$ cat src/rtl/ram128_arb_pkg.sv
// Shared types and helpers for the 128x32 SRAM arbiter / read-modify-write sequencer.
package ram128_arb_pkg;

    localparam int AW_DEF     = 7;
    localparam int WSIZE_DEF  = 4;
    localparam int DW_DEF     = WSIZE_DEF * 8;
    localparam int MAX_WSIZE  = 16;
    localparam int MAX_DW     = MAX_WSIZE * 8;

    typedef enum logic [1:0] {
        IDLE     = 2'd0,
        RD_WAIT  = 2'd1,
        RMW_WAIT = 2'd2,
        RMW_WR   = 2'd3
    } state_t;

    // Callers zero-extend to MAX_DW and truncate the result back to their word width.
    function automatic logic [MAX_DW-1:0] byte_merge(
        input logic [MAX_DW-1:0]    wdata,
        input logic [MAX_DW-1:0]    rdata,
        input logic [MAX_WSIZE-1:0] be
    );
        logic [MAX_DW-1:0] res;
        for (int k = 0; k < MAX_WSIZE; k++) begin
            res[k*8 +: 8] = be[k] ? wdata[k*8 +: 8] : rdata[k*8 +: 8];
        end
        return res;
    endfunction

endpackage

$ cat src/rtl/ram128_rr_arb2.sv
// Two-way grant logic: round-robin by default, fixed priority (requester 0) when
// RAM128_ARB_FIXED_PRIO_EN is defined.
module ram128_rr_arb2 (
    input  logic       clk,
    input  logic       rst,
    input  logic [1:0] valid,
    input  logic       accept,
    output logic       grant,
    output logic       grant_valid
);

    assign grant_valid = |valid;

`ifdef RAM128_ARB_FIXED_PRIO_EN
    logic unused_inputs;
    assign unused_inputs = ^{clk, rst, accept};
    assign grant = !valid[0];
`else
    logic last_grant;

    // A lone requester always wins; a tie goes to whoever did not win last.
    always_comb begin
        if (valid == 2'b11) grant = !last_grant;
        else                grant = valid[1];
    end

    always_ff @(posedge clk) begin
        if (rst)         last_grant <= 1'b1;
        else if (accept) last_grant <= grant;
    end
`endif

endmodule

$ cat src/rtl/ram128_arb_rmw.sv
// Two-requester arbiter and sequencer for the 128x32 SRAM; partial-byte writes become
// read-modify-write sequences. Build option: RAM128_ARB_FIXED_PRIO_EN (fixed priority).
module ram128_arb_rmw
    import ram128_arb_pkg::*;
#(
    parameter int AW    = AW_DEF,
    parameter int WSIZE = WSIZE_DEF,
    localparam int DW   = WSIZE * 8
) (
    input  logic                 CLK,
    input  logic                 RST,
    input  logic [1:0]           req_valid,
    output logic [1:0]           req_ready,
    input  logic [1:0]           req_we,
    input  logic [2*WSIZE-1:0]   req_be,
    input  logic [2*AW-1:0]      req_addr,
    input  logic [2*DW-1:0]      req_wdata,
    output logic [1:0]           resp_valid,
    output logic [DW-1:0]        resp_rdata,
    output logic                 ram_en,
    output logic [WSIZE-1:0]     ram_we,
    output logic [AW-1:0]        ram_a,
    output logic [DW-1:0]        ram_di,
    input  logic [DW-1:0]        ram_do,
    output state_t               fsm_state
);

    state_t             state, state_n;
    logic               g, grant_valid, accept;
    logic               g_we;
    logic [WSIZE-1:0]   g_be;
    logic [AW-1:0]      g_addr;
    logic [DW-1:0]      g_wdata;
    logic [1:0]         g_onehot, lat_onehot;
    logic               lat_g;
    logic [AW-1:0]      lat_addr;
    logic [WSIZE-1:0]   lat_be;
    logic [DW-1:0]      lat_wdata, merged;

    ram128_rr_arb2 u_arb (
        .clk         (CLK),
        .rst         (RST),
        .valid       (req_valid),
        .accept      (accept),
        .grant       (g),
        .grant_valid (grant_valid)
    );

    assign g_we       = req_we[g];
    assign g_be       = req_be[int'(g)*WSIZE +: WSIZE];
    assign g_addr     = req_addr[int'(g)*AW +: AW];
    assign g_wdata    = req_wdata[int'(g)*DW +: DW];
    assign g_onehot   = g ? 2'b10 : 2'b01;
    assign lat_onehot = lat_g ? 2'b10 : 2'b01;
    assign fsm_state  = state;

    // Handshake: a request transfers on a cycle where req_valid[i] && req_ready[i];
    // ready is offered only in IDLE, only to the granted requester, never during reset.
    assign accept    = (state == IDLE) && !RST && grant_valid;
    assign req_ready = accept ? g_onehot : 2'b00;

    always_comb begin
        state_n = state;
        ram_en  = 1'b0;
        ram_we  = '0;
        ram_a   = lat_addr;
        ram_di  = merged;
        unique case (state)
            IDLE: begin
                if (accept) begin
                    ram_a  = g_addr;
                    ram_di = g_wdata;
                    if (!g_we) begin
                        ram_en  = 1'b1;
                        state_n = RD_WAIT;
                    end else if (g_be == '1) begin
                        ram_en = 1'b1;
                        ram_we = '1;
                    end else if (g_be != '0) begin
                        ram_en  = 1'b1;
                        state_n = RMW_WAIT;
                    end
                end
            end
            RD_WAIT:  state_n = IDLE;
            RMW_WAIT: state_n = RMW_WR;
            RMW_WR: begin
                ram_en  = 1'b1;
                ram_we  = '1;
                state_n = IDLE;
            end
            default:  state_n = IDLE;
        endcase
        if (RST) begin
            ram_en = 1'b0;
            ram_we = '0;
        end
    end

    always_ff @(posedge CLK) begin
        if (RST) begin
            state      <= IDLE;
            resp_valid <= 2'b00;
            resp_rdata <= '0;
            lat_g      <= 1'b0;
            lat_addr   <= '0;
            lat_be     <= '0;
            lat_wdata  <= '0;
            merged     <= '0;
        end else begin
            state      <= state_n;
            resp_valid <= 2'b00;
            unique case (state)
                IDLE: begin
                    if (accept && g_we && (g_be == '1 || g_be == '0))
                        resp_valid <= g_onehot;
                end
                RD_WAIT: begin
                    resp_rdata <= ram_do;
                    resp_valid <= lat_onehot;
                end
                RMW_WAIT: merged <= DW'(byte_merge(MAX_DW'(lat_wdata), MAX_DW'(ram_do),
                                                   MAX_WSIZE'(lat_be)));
                RMW_WR:   resp_valid <= lat_onehot;
                default:  ;
            endcase
            if (accept) begin
                lat_g     <= g;
                lat_addr  <= g_addr;
                lat_be    <= g_be;
                lat_wdata <= g_wdata;
            end
        end
    end

endmodule

$ cat config.mk
export PLATFORM = sky130hd
export DESIGN_NAME = ram128_arb_rmw
export DESIGN_NICKNAME = d
export VERILOG_FILES = /design/src/rtl/ram128_arb_pkg.sv /design/src/rtl/ram128_rr_arb2.sv /design/src/rtl/ram128_arb_rmw.sv
export SDC_FILE = /design/constraint.sdc
export NUM_CORES = 1
export LEC_CHECK = 0
export ABC_AREA = 1
export BUFFER_PORTS_ARGS = -buffer_cell sky130_fd_sc_hd__buf_2
export CAP_MARGIN = 0
export CORE_MARGIN = 2
export CORE_UTILIZATION = 28
export CTS_BUF_LIST = sky130_fd_sc_hd__clkbuf_8 sky130_fd_sc_hd__clkbuf_16
export CTS_CLUSTER_DIAMETER = 60
export DETAILED_ROUTE_END_ITERATION = 8
export GPL_TIMING_DRIVEN = 0
export PLACE_DENSITY = 0.49
export SYNTH_ARGS = -nofsm -noshare
export SYNTH_HDL_FRONTEND = slang
export SYNTH_SLANG_ARGS = --single-unit
$ cat constraint.sdc
create_clock -name CLK -period 2.1 [get_ports CLK]
set_input_delay 0.21 -clock CLK [delete_from_list [all_inputs] [get_ports CLK]]
set_output_delay 0.21 -clock CLK [all_outputs]
set_load 0.01 [all_outputs]
==> run summary <==
Outcome - complete, but fails checks
Failing checks - negative setup slack
R2r setup slk - 140 ps
RSZ-0062 raised after global routing - yes
Share of layout cells above drive strength 1 - 0.411
Fin worst setup slack - -218 ps
Largest area contributor in the netlist - dfxtp_1
Worst Reg-to-Reg Cells - 7
Fin nets - 1040
Initial Utilization - 0.282
Achievable clock frequency - 0.431 GHz
Syn Inst Count - 651
Row Count - 49
Share of the synthesized area in the top cell type - 0.449
PortBufs - 204
Clk slew on worst S/H paths - 60 ps
Worst Setup Path Type - register to primary output
Worst setup path startpoint - fsm_state[0]
# DRC - 0
Max VDD drop - 0.625 mV
GRT Total Usage - 0.196
Tot Pwr - 9.98 mW
Post-synthesis sequential area ratio - 0.449
Nature of the critical path startpoint - register
Vias in the first global route - 5299
GRT overflow - 0
Setup crit end - ram_di[9]
Max FO, Critical Path - 6
Vert. Die Dim - 138 µm
Final Slew Violations - 0
Flop and latch count out of synthesis - 113
Final min period - 2320 ps
Die footprint - 0.0191 mm²
Final core utilization - 0.436
Cts-stage hold buffer count - 0
Maxcap violations - 0
Largest net degree at the start of global routing - 17
R2R Path End - merged[24]
Mapped cell area - 0.00504 mm²
Main area contributors after synthesis - dfxtp_1 45%, o21ai_0 9.6%, nor2_1 7.4%
Worst-case clock buffer depth - 2
Pre-Repair DR Iteration Count - 5
Initial antenna violation count - 4
Hold Slack - 27.8 ps
Worst EP arrival - 2110 ps
GPL Wtd Cong - 0.792
TritonCTS buffer count - 17
DR vias/cell - 4.81
Vias - 5547
CTS root buffer - clkbuf_16
Slew margin rel. - 0.617
Hold Fails Final Rpt - 0
TritonCTS clock tree - done
Setup crit end kind - primary output
Setup-failing EPs final - 44
First-pass GRT wire length - 29300 µm
Worst endpoint required time - 1890 ps
Worst-margin pin slew - 575 ps
Clock H-tree levels - 4
Synth Net Count - 780
DR iter-0 viols - 303
Final WL - 19700 µm
I/O Pins - 206
Final ANT Viol Nets - 0
Synth warn - 0
P&R area growth vs syn - 54.2%
Core box area - 0.0178 mm²
PwrDens - 1280 mW/mm²
Leakage - 3.56 nW
Period Utilization, post-route - 1.10
Clk sink count - 113
Yosys cell types - 31
Syn Area/Cell - 7.74 µm²
HPWL after detailed placement - 13700 µm
DR WL/cell - 17.1 µm
Worst r2r src - fsm_state[0]
Worst-Skew Late Latency - 420 ps
Die X - 138 µm
HP Class - primary input to register
Setup TNS - -5690 ps
Clock Skew - 5.82 ps
==> Yosys cell counts <==
cell / instances
o21ai_1: 3
nand3_2: 2
a22oi_2: 6
a22oi_1: 26
dfxtp_1: 113
o21ai_0: 97
or2_2: 2
o32ai_1: 31
nor2_2: 5
o22ai_1: 6
buf_4: 8
clkinv_1: 4
clkbuf_1: 28
nand3b_1: 1
nor2_8: 1
inv_1: 56
nor2_1: 100
nand3_1: 16
inv_4: 1
nor2_4: 1
nand2_4: 3
ha_1: 5
nand4_1: 2
nand2_1: 76
nand2_2: 2
o211ai_1: 1
buf_6: 7
and2_1: 1
a31oi_1: 7
buf_2: 3
a21oi_1: 37
==> layout by cell type, fill, tap and decap left out, types with 20 or more instances in the layout <==
master     instances
buf_4             27
o21ai_0           68
nor2_1           100
buf_6             26
nand2_1           67
o32ai_1           31
o21ai_1           25
clkbuf_16         20
a22oi_2           31
buf_2            197
inv_1             52
dfxtp_1          111
a21oi_1           35
==> kinds of logic (layout without fill, tap and decap cells) <==
family,Yosys count,in the layout,share of synthesized area
AOI/OAI and AO/OA,214,214,0.261
and+or+nand+nor,212,212,0.180
DFF,113,113,0.449
buffers and inverters,107,380,0.0973
adders and majority gates,5,5,0.0124
other,0,1,0
==> worst max-delay path, cell delays in order, from the launching register on <==
cell and delay (ps):
dfxtp_2 330, inv_2 70, ha_4 140, inv_4 40, nor2_4 100, nand2_4 100, nor2_4 190, buf_4 170
clkbuf_16 150, a22oi_2 90, o21ai_1 120, buf_2 160
==> worst min-delay path by stage <==
stage	start	to	slack (ps)	depth (start not counted)
2_1_floorplan	ram_do[0]	resp_rdata[0]	340	2
3_3_place_gp	ram_do[14]	resp_rdata[14]	450	3
3_5_place_dp	lat_wdata[8]	lat_wdata[8]	460	2
4_1_cts	ram_do[17]	resp_rdata[17]	20	3
5_1_grt	ram_do[13]	resp_rdata[13]	30	3
6_report	ram_do[17]	resp_rdata[17]	30	3
==> stage by stage <==
step,setup slack (ps),cells,instance area (µm²)
detailed placement,-268,1084,6350
finish,-218,1154,7770
global placement,-290,1084,6350
floorplan,63.7,651,5040
global route,-281,1154,7770
CTS,-214,1133,7310
==> what timing repair did <==
action	in CTS	in global routing
cloned	3	3
gates resized for setup	78	76
buffers inserted	14	19
pin swaps	6	4
hold endpoints to repair	0	0
endpoints found under the setup margin	76	94
==> cell type report <==
type	count	area [µm²]
fill	1863	10100
multi-input combinational	431	2560
sequential	113	2270
timing repair buffer	243	1470
clock buffer	18	439
buffer	44	345
tap	229	287
inverter	61	240
clock inverter	14	165
antenna	1	2.50
==> per-layer routing <==
layer,part of all wire,vias up,GRT usage
met4,0.010,4,0.0709
met2,0.47,180,0.313
met1,0.46,2588,0.255
met3,0.064,22,0.0554
met5,0.0014,-,0
li1,-,2753,-
==> report_power, final <==
group / switching (mW) / leakage (nW) / internal [mW]
Combinational: 2.37 / 2.34 / 1.66
Sequential: 0.285 / 0.925 / 2.71
Clock: 1.07 / 0.295 / 1.89
Total: 3.72 / 3.56 / 6.25
==> registers in the layout (all words and copies together) (netlist names) <==
name              flops
fsm_state             2
u_arb.last_grant      1
merged               32
lat_wdata            32
resp_valid            2
lat_g                 1
lat_be                4
lat_addr              7
resp_rdata           32
No activity file was read; power rests on OpenSTA's default activity.
